File: src/rtl/fir_coeff_loader.sv
// Double-buffered coefficient loader for the fir filter: collects one frame of N
// signed words into a shadow bank and commits it atomically on a swap_ok cycle.
module fir_coeff_loader #(
  parameter int BITWIDTH = 16,
  parameter int N        = 16
) (
  input  logic                  clk,
  input  logic                  rst_n,
  input  logic                  load_valid,
  input  logic [BITWIDTH-1:0]   load_data,
  input  logic                  load_last,
  output logic                  load_ready,
  input  logic                  swap_ok,
  output logic [BITWIDTH*N-1:0] coeffs,
  output logic                  coeffs_valid,
  output logic                  swapped,
  output logic                  frame_err
);

  localparam int              CNT_W   = (N > 2) ? $clog2(N) : 1;
  localparam logic [CNT_W-1:0] CNT_MAX = CNT_W'(N - 1);

  typedef enum logic [1:0] {
    FILL  = 2'd0,
    PEND  = 2'd1,
    DRAIN = 2'd2
  } state_e;

  state_e               state_q, state_d;
  logic [CNT_W-1:0]     cnt_q, cnt_d;
  logic [BITWIDTH-1:0]  shadow_q [N];
  logic [BITWIDTH-1:0]  shadow_d [N];
  logic [BITWIDTH*N-1:0] coeffs_q, coeffs_d;
  logic                 coeffs_valid_q, coeffs_valid_d;
  logic                 swapped_q, swapped_d;
  logic                 frame_err_q, frame_err_d;
  logic                 accept;
  logic                 shadow_we;
  logic                 commit;

  // Ready depends only on state and reset, so upstream can never see a
  // combinational path from its own load_valid.
  assign load_ready = rst_n && (state_q != PEND);
  assign accept     = load_valid && load_ready;

  // NOTE: every signal written here gets a default first; a path that leaves
  // one unassigned would infer a latch.
  always_comb begin
    state_d     = state_q;
    cnt_d       = cnt_q;
    shadow_we   = 1'b0;
    commit      = 1'b0;
    frame_err_d = 1'b0;

    unique case (state_q)
      FILL: begin
        if (accept) begin
          shadow_we = 1'b1;
          if (cnt_q == CNT_MAX) begin
            cnt_d = '0;
            if (load_last) begin
              state_d = PEND;
            end else begin
              frame_err_d = 1'b1;
              state_d     = DRAIN;
            end
          end else if (load_last) begin
            frame_err_d = 1'b1;
            cnt_d       = '0;
          end else begin
            cnt_d = cnt_q + 1'b1;
          end
        end
      end
      DRAIN: begin
        if (accept && load_last) begin
          state_d = FILL;
        end
      end
      PEND: begin
        // Entry into PEND always lasts at least one cycle: swap_ok is only
        // looked at once the state register already holds PEND.
        if (swap_ok) begin
          commit  = 1'b1;
          state_d = FILL;
        end
      end
      default: begin
        state_d = FILL;
        cnt_d   = '0;
      end
    endcase
  end

  always_comb begin
    shadow_d = shadow_q;
    if (shadow_we) begin
      shadow_d[cnt_q] = load_data;
    end
  end

  always_comb begin
    coeffs_d       = coeffs_q;
    coeffs_valid_d = coeffs_valid_q || commit;
    swapped_d      = commit;
    if (commit) begin
      for (int i = 0; i < N; i++) begin
        coeffs_d[BITWIDTH*i +: BITWIDTH] = shadow_q[i];
      end
    end
  end

  // NOTE: sequential state uses non-blocking assignments so every flop samples
  // the pre-edge values of the others.
  always_ff @(posedge clk or negedge rst_n) begin
    if (!rst_n) begin
      state_q        <= FILL;
      cnt_q          <= '0;
      coeffs_q       <= '0;
      coeffs_valid_q <= 1'b0;
      swapped_q      <= 1'b0;
      frame_err_q    <= 1'b0;
    end else begin
      state_q        <= state_d;
      cnt_q          <= cnt_d;
      coeffs_q       <= coeffs_d;
      coeffs_valid_q <= coeffs_valid_d;
      swapped_q      <= swapped_d;
      frame_err_q    <= frame_err_d;
    end
  end

  // NOTE: the shadow bank is deliberately left out of reset; a full frame
  // overwrites every entry before it can ever reach coeffs.
  always_ff @(posedge clk) begin
    shadow_q <= shadow_d;
  end

  assign coeffs       = coeffs_q;
  assign coeffs_valid = coeffs_valid_q;
  assign swapped      = swapped_q;
  assign frame_err    = frame_err_q;

endmodule

File: config.mk
export PLATFORM = sky130hd
export DESIGN_NAME = fir_coeff_loader
export DESIGN_NICKNAME = d
export VERILOG_FILES = /design/src/rtl/fir_coeff_loader.sv
export SDC_FILE = /design/constraint.sdc
export NUM_CORES = 1
export LEC_CHECK = 0
export CORE_MARGIN = 10
export CORE_UTILIZATION = 58
export CTS_CLUSTER_SIZE = 40
export DETAILED_ROUTE_END_ITERATION = 10
export GPL_TIMING_DRIVEN = 0
export PLACE_DENSITY = 0.85
export SETUP_SLACK_MARGIN = 0.1
export SLEW_MARGIN = 20
export SYNTH_ARGS = -nofsm -noshare
export SYNTH_HDL_FRONTEND = slang
export SYNTH_SLANG_ARGS = --single-unit
File: constraint.sdc
create_clock -name clk -period 3.1 [get_ports clk]
set_input_delay 0.31 -clock clk [delete_from_list [all_inputs] [get_ports clk]]
set_output_delay 0.31 -clock clk [all_outputs]
set_load 0.005 [all_outputs]
* Word-level counts from Yosys, hierarchy flattened
Index checks and enable logic that the tools add are counted.
** Cells by class
- Add/sub/neg operators :: 1
- Multiply operators :: 0
- Div/mod/pow operators :: 0
- Order comparisons :: 2
- Eq/ne operators :: 8
- Shifts and indexed selects :: 0
- Multiplexer cells :: 22
- Bitwise operators :: 2
- Reduce and logical (&&, ||, !) cells :: 9
** Operators by type and width (count)
- $bwmux W256 :: 1
- $demux W16 S4 :: 1
- $mux W16 :: 1
- $mux W4 :: 3
- $mux W2 :: 5
- $mux W1 :: 9
- $ne A2 B2 Y1 const B :: 4
- $pmux W4 S2 :: 1
- $pmux W2 S3 :: 1
- $ge A5 B5 Y1 const B :: 1
- $lt A5 B1 Y1 const B :: 1
- $not A4 Y5 :: 1
- $add A4 B1 Y4 const B :: 1
- $eq A4 B4 Y1 const B :: 1
- $logic_and A1 B1 Y1 :: 4
- $reduce_and A4 Y1 :: 1
- $eq A2 B1 Y1 const B :: 1
- $eq A2 B2 Y1 const B :: 1
- $logic_not A2 Y1 :: 1
- $ne A2 B1 Y1 const B :: 1
- $reduce_and A2 Y1 :: 1
- $reduce_or A2 Y1 :: 1
- $logic_or A1 B1 Y1 :: 1
- $not A1 Y1 :: 1
** Word-level totals
- Flip-flop bits (word level) :: 521
- Latch bits :: 0
- RAM bits :: 0
- Bits in read-only memories :: 0
- Input bits :: 21
- Memories kept :: 0

* Depth between registers and ports, before layout
Gate-level depths: netlist of run 1.
- Word-level depth :: 6
- Gate-level depth with buffers :: 7
- Mapped depth without buffers :: 6

* Least setup slack after synthesis of run 1
Ideal clock, no wire load.
- Kind :: register to register
- From :: register state_q[1]
- To :: register shadow_q[0] in the netlist's numbering (enable)
- Setup time :: 390 ps
- Arrival time :: 1726 ps
- Required time :: 2710 ps
- Slack :: 985 ps
- Cell stages (with the launch flop) :: 6
- Path buffers :: 0
- Clock period less this slack :: 2115 ps
- Cells stage by stage :: dfrtp_1 inv_1 ha_1 and3b_1 nand2_1 nor2_1
** On the way
- Longest elaborated chain between the ends :: 5
- Elaborated cells on any way between the ends :: 6
- Classes of those cells :: eq/ne (1); mux (2); reduce/logical (3)
** RTL lines
- from (decl) :: RTL line 29 : state_e state_q, state_d;
- from (signal assigned) :: RTL line 124 : state_q <= state_d;
- $ne A2 B1 Y1 :: RTL line 43 : assign load_ready = rst_n && (state_q != PEND);
- $logic_and A1 B1 Y1 :: RTL line 43
- $logic_and A1 B1 Y1 :: RTL line 44 : assign accept = load_valid && load_ready;
- $mux W1 :: RTL line 57 : if (accept) begin
- $mux W1 * :: RTL line 55 : unique case (state_q)
- to (signal assigned) :: RTL line 136 : shadow_q <= shadow_d;
- to (decl) :: RTL line 31 : logic [BITWIDTH-1:0] shadow_q [N];
Every way passes the cells marked *; elsewhere a longest branch is shown, timed or not.
A chain may end at the register's enable or synchronous reset.

* Worst setup path after layout of run 1
- From :: input port rst_n
- To :: output port load_ready
** On the way
- Longest elaborated chain between the ends :: 1
** RTL lines
- from (decl) :: RTL line 8 : input logic rst_n,
- $logic_and A1 B1 Y1 :: RTL line 43
- to (decl) :: RTL line 12 : output logic load_ready,
Every way passes these cells.

==> results of run 1 <==
==> registers in the layout, summed over array words and instances (netlist names) <==
register and flops:
cnt_q 4, coeffs 256, coeffs_valid 1, frame_err 1, shadow_q 256, state_q 2, swapped 1
==> path summary, 6_finish.rpt <==
check,from,endpoint,slack [ns],cells after the start
setup / recovery,rst_n,load_ready,0.30,6
hold / removal,load_last,frame_err$_DFF_PN0_,0.20,3
setup reg to reg,state_q[1]$_DFFE_PN0P_,shadow_q[13]$_DFFE_PP_,0.84,5
hold reg to reg,shadow_q[143]$_DFFE_PP_,coeffs[127]$_DFFE_PN0P_,0.47,1
max in group asynchronous,rst_n,coeffs[207]$_DFFE_PN0P_,2.05,4
min in group asynchronous,rst_n,coeffs[25]$_DFFE_PN0P_,0.34,3
==> power breakdown <==
group          switching (uW)  leakage (uW)  internal (uW)  total [uW]
combinational             720       0.00303           1200        1920
clock                    2520      0.000861           3850        6370
sequential                301       0.00598           7760        8060
total                    3540       0.00987          12800       16300
==> kinds of logic after synthesis <==
kind of cell               Yosys count  share of synthesized area, %
DFF                                521                          75.7
muxes                              256                          19.2
and+or+nand+nor                     46                          1.38
buffers and inverters               37                          2.82
AOI/OAI and AO/OA                   11                         0.384
adders and majority gates            7                         0.463
xor gates and xnor gates             1                        0.0463
==> critical path: cells and delay by family <==
kind | cells | cell delay (ns)
simple gates | 1 | 0.18
buf+inv | 5 | 1.90
==> Yosys cell counts, types with 2 or more instances <==
cell type | n | area, um^2
o21ai_0 | 3 | 15.0
nand3_1 | 5 | 25.0
dfrtp_1 | 265 | 6630
nor3_1 | 3 | 15.0
buf_6 | 4 | 45.0
nor3b_1 | 2 | 15.0
edfxtp_1 | 256 | 7690
a21oi_1 | 3 | 15.0
inv_1 | 5 | 18.8
nor2_1 | 4 | 15.0
buf_12 | 22 | 440
mux2_2 | 56 | 631
nand2_1 | 7 | 26.3
nand4_1 | 2 | 12.5
ha_1 | 7 | 87.6
and2_1 | 15 | 93.8
a22o_1 | 2 | 17.5
buf_2 | 4 | 20.0
mux2_4 | 200 | 3000
==> per-stage QoR <==
step	cells	worst slack, ns	setup TNS, ns	power [uW]
final	1699	0.298	0	16300
after detailed placement	1603	-0.0871	-7.80	10100
after global routing	1699	0.142	0	16900
after floorplan	879	0.985	0	8840
after global placement	1600	-10.17	-5185.87	10000
after CTS	1699	0.145	0	16500
==> routing by layer <==
| metal | global-route usage (%) | up-vias | part of all wire, % |
|---|---|---|---|
| met5 | 0 | - | 0.061 |
| met4 | 5.49 | 4 | 2.1 |
| met3 | 7.04 | 66 | 8.3 |
| met2 | 35.6 | 337 | 49 |
| met1 | 28.5 | 4692 | 41 |
| li1 | - | 3923 | - |
==> area by class of cell <==
| cell class | count | area, um^2 | area share (%) |
|---|---|---|---|
| clock inverter | 24 | 289 | 1.20 |
| tap | 442 | 553 | 2.29 |
| inverter | 5 | 18.8 | 0.0778 |
| buffer | 32 | 514 | 2.13 |
| multi-input combinational | 321 | 4090 | 16.9 |
| clock buffer | 70 | 1480 | 6.14 |
| sequential | 521 | 14300 | 59.4 |
| timing repair buffer | 284 | 2860 | 11.9 |
==> timing repair <==
item                       CTS  global route
resized for setup            0            15
hold buffers                 2             0
hold endpoints to repair    42             0
setup endpoints to repair    0           240
==> metrics.yaml, run 1 <==
outcome: "complete, no violations"
clk_pin_slew_ns: 0.06
post_cts_buffers: 0
routed_wl_um: 44500
place_congestion: 0.766
worstHoldPathType: "input port to flip-flop"
cts_tree: "yes"
syn_nets: 907
firstDrtPassIters: 5
cts.sinks: 521
final_core_util_pct: 74.5
rows: 66
die_area_mm2: 0.0402
slew_headroom_pct: 23.6
drcViolationCount: 0
h-tree-depth: 2
finalNetCount: 1243
max_stage_delay_ns: 0.56
antenna_cells: 0
stdcell_area_mm2: 0.0241
worst_pin_slew_ns: 1.14
syn_avg_cell_area_um2: 21.5
grt.total_usage_pct: 22.0
via_per_inst: 5.31
ir_drop_mv: 0.568
wl_per_cell_um: 26.2
async_flop_share_pct: 50.9
start_util_pct: 58.4
drtIter0Drc: 498
ios: 281
yosys_warnings: 0
synth_cell_types: 33
maxSlewViolCount: 0
synth_seq_cells: 521
area_growth_pct: 27.5
grt-ovfl-total: 0
clockRootBuffer: "clkbuf_16"
fin_skew_ns: 0.00898
synthesis.area_mm2: 0.0189
period_minus_slack_ns: 2.80
grt_pass1_vias: 9880
crit_chain: "dlygate4sd3_1 -> buf_8 -> buf_16 -> buf_16 -> nor2b_1 -> clkdlybuf4s50_1"
synth_edf_count: 256
core_mm2: 0.0324
placed_cell_area_mm2: 0.0223
grt_max_degree: 98
layout.cells.most_common_list: "clkdlybuf4s50_1, dfrtp_1, edfxtp_1"
drv_cap: 0
drive_above_1_share_pct: 32.1
cp.required_ns: 2.79
setup_viol: 0
hold_violations: 0
p_per_area_mw_per_mm2: 678
yosysSeqAreaShare_pct: 75.7
clk_path_buf_depth: 3
clock.fmax_mhz: 357
die_h_um: 201
period_share_pct: 90.4
synth_top_flop_cell: "dfrtp_1"
final_common_cell: "clkdlybuf4s50_1"
total_leakage_power_uw: 0.00987
port_buffers: 279
clk_latency_ns: 0.55
end_kind: "output port"
worstPathArrival_ns: 2.49
numCtsBuffers: 50
n_fill_cell: 1902
critPathKind: "input port to output port"
num_vias: 9022
grt_pass1_wl_um: 66600
dp_hpwl_um: 28100
die_w_um: 201
startpoint_type: "input port"
crit_fanout: 75
crit_top_cell: "buf_16"
grt_setup_unrepaired: "no"
drtAntennaViolNets: 0
synth_cells: 879
antenna_found_initial: 5
crit_slowest_cell: "dlygate4sd3_1"
whs_ns: 0.202
No activity file was read; power rests on OpenSTA's default activity.
==> run 2, diff against run 1 <==
--- a/config.mk
+++ b/config.mk
@@ -11,6 +11,7 @@
 export DETAILED_ROUTE_END_ITERATION = 10
 export GPL_TIMING_DRIVEN = 0
 export PLACE_DENSITY = 0.85
+export RECOVER_POWER = 25
 export SETUP_SLACK_MARGIN = 0.1
 export SLEW_MARGIN = 20
 export SYNTH_ARGS = -nofsm -noshare
==> metrics.yaml, run 2 (synthesized netlist as in run 1, its figures left out) <==
h-tree-depth: 2
outcome: "finished, violations left"
stdcell_area_mm2: 0.0241
crit_top_cell: "buf_16"
worst_pin_slew_ns: 2.24
final_common_cell: "clkdlybuf4s50_1"
numCtsBuffers: 50
final.setup.tns_ns: 0
maxSlewViolCount: 259
met2WireLength_um: 21600
port_buffers: 279
n_fill_cell: 1912
multiInputGateArea_mm2: 0.00409
grt.total_usage_pct: 22.0
antenna_cells: 0
grt-ovfl-total: 0
num_vias: 9024
crit_fanout: 75
start_util_pct: 58.4
final-instance-count-excl-fill: 1699
drive_above_1_share_pct: 31.3
ff_latch_area_mm2: 0.0143
clk_latency_ns: 0.55
startpoint_type: "input port"
violations: "capacitance limit, slew limit"
period_share_pct: 89.4
worstPathArrival_ns: 2.46
r2r_start: "state_q[1]$_DFFE_PN0P_"
die_area_mm2: 0.0402
grt_pass1_vias: 9880
cts_tree: "yes"
clk_path_buf_depth: 3
r2r_slack_ns: 0.84
area_growth_pct: 27.2
grt_setup_unrepaired: "no"
grt_pass1_wl_um: 66600
post_cts_buffers: 0
routed.top_layer: "met5"
layout.cells.most_common_list: "clkdlybuf4s50_1, dfrtp_1, edfxtp_1"
die_h_um: 201
dp_hpwl_um: 28100
fin_skew_ns: 0.00967
grt_max_degree: 98
wl_met3_um: 3540
m1WireLength_um: 18400
die_w_um: 201
antenna_found_initial: 5
r2r.worst_path.cells: 5
hold_violations: 0
ios: 281
path_buf_inv: 5
critical-path-top-delay-family: "buffers and inverters"
total_leakage_power_uw: 0.00983
cts.sinks: 521
drtAntennaViolNets: 0
end_kind: "output port"
p_per_area_mw_per_mm2: 679
period_minus_slack_ns: 2.77
clk_pin_slew_ns: 0.06
wl_per_cell_um: 26.2
drtIter0Drc: 550
placed_cell_area_mm2: 0.0223
drcViolationCount: 0
hp-start: "load_last"
rows: 66
place_ws_ns: -0.0871
crit_slowest_cell: "dlygate4sd3_1"
core_mm2: 0.0324
holdPathStages: 3
max_stage_delay_ns: 0.56
slew_headroom_pct: -49.4
placedCellCount: 1603
setup_viol: 0
setup_ws_ns: 0.330
finalNetCount: 1243
drv_cap: 9
via_per_inst: 5.31
clockRootBuffer: "clkbuf_16"
clock.fmax_mhz: 361
critPathKind: "input port to output port"
firstDrtPassIters: 5
reg2reg_to: "shadow_q[13]$_DFFE_PP_"
place_congestion: 0.766
min_to: "frame_err$_DFF_PN0_"
worstHoldPathType: "input port to flip-flop"
crit_chain: "dlygate4sd3_1 -> buf_8 -> buf_16 -> buf_16 -> nor2b_1 -> clkdlybuf4s50_1"
routed_wl_um: 44500
ir_drop_mv: 0.568
cp.required_ns: 2.79
## run 2: power by group
part	internal (uW)	total [uW]	leakage (uW)	switching, uW
registers	7760	8060	0.00598	302
clock network	3850	6370	0.000861	2520
logic	1190	1910	0.00298	717
total	12800	16300	0.00983	3540
## run 2: area by class of cell
type	instances	share of cell area (%)
sequential	521	59.5
multi-input combinational	321	17.0
timing repair buffer	284	11.7
clock buffer	70	6.15
tap	442	2.30
buffer	32	2.14
clock inverter	24	1.20
inverter	5	0.0780
## run 2: worst min-delay path, stage by stage
cell and delay (ns):
clkbuf_1 0.17, xor2_1 0.19, nor2_1 0.05
## run 2: stage by stage
step	utilization (%)	hold slack [ns]	power [uW]
floorplan	-	0.0144	8840
global placement	68.8	0.452	10000
detailed placement	68.9	0.228	10100
CTS	74.5	0.174	16500
global route	74.4	0.221	16900
finish	74.4	0.204	16300
## run 2: per-layer routing
metal | vias to the layer above | track usage, %
met5 | - | 0
met4 | 4 | 5.49
met3 | 65 | 7.04
met2 | 324 | 35.6
met1 | 4701 | 28.5
li1 | 3930 | -
## run 2: worst max-delay path by stage
stage,endpoint,slack [ns],startpoint,depth (start not counted)
after floorplan,shadow_q[0]$_DFFE_PP_,0.98,state_q[1]$_DFFE_PN0P_,5
after global placement,shadow_q[229]$_DFFE_PP_,-10.17,rst_n,4
after detailed placement,shadow_q[104]$_DFFE_PP_,-0.09,rst_n,6
after CTS,shadow_q[104]$_DFFE_PP_,0.15,rst_n,7
after global routing,coeffs[204]$_DFFE_PN0P_,0.17,rst_n,3
final,load_ready,0.33,rst_n,6
## run 2: repair_timing
item                                   CTS  global route
setup endpoints to repair                0           240
endpoints found under the hold margin   42             0
resized for setup                        0            15
hold buffers                             2             0
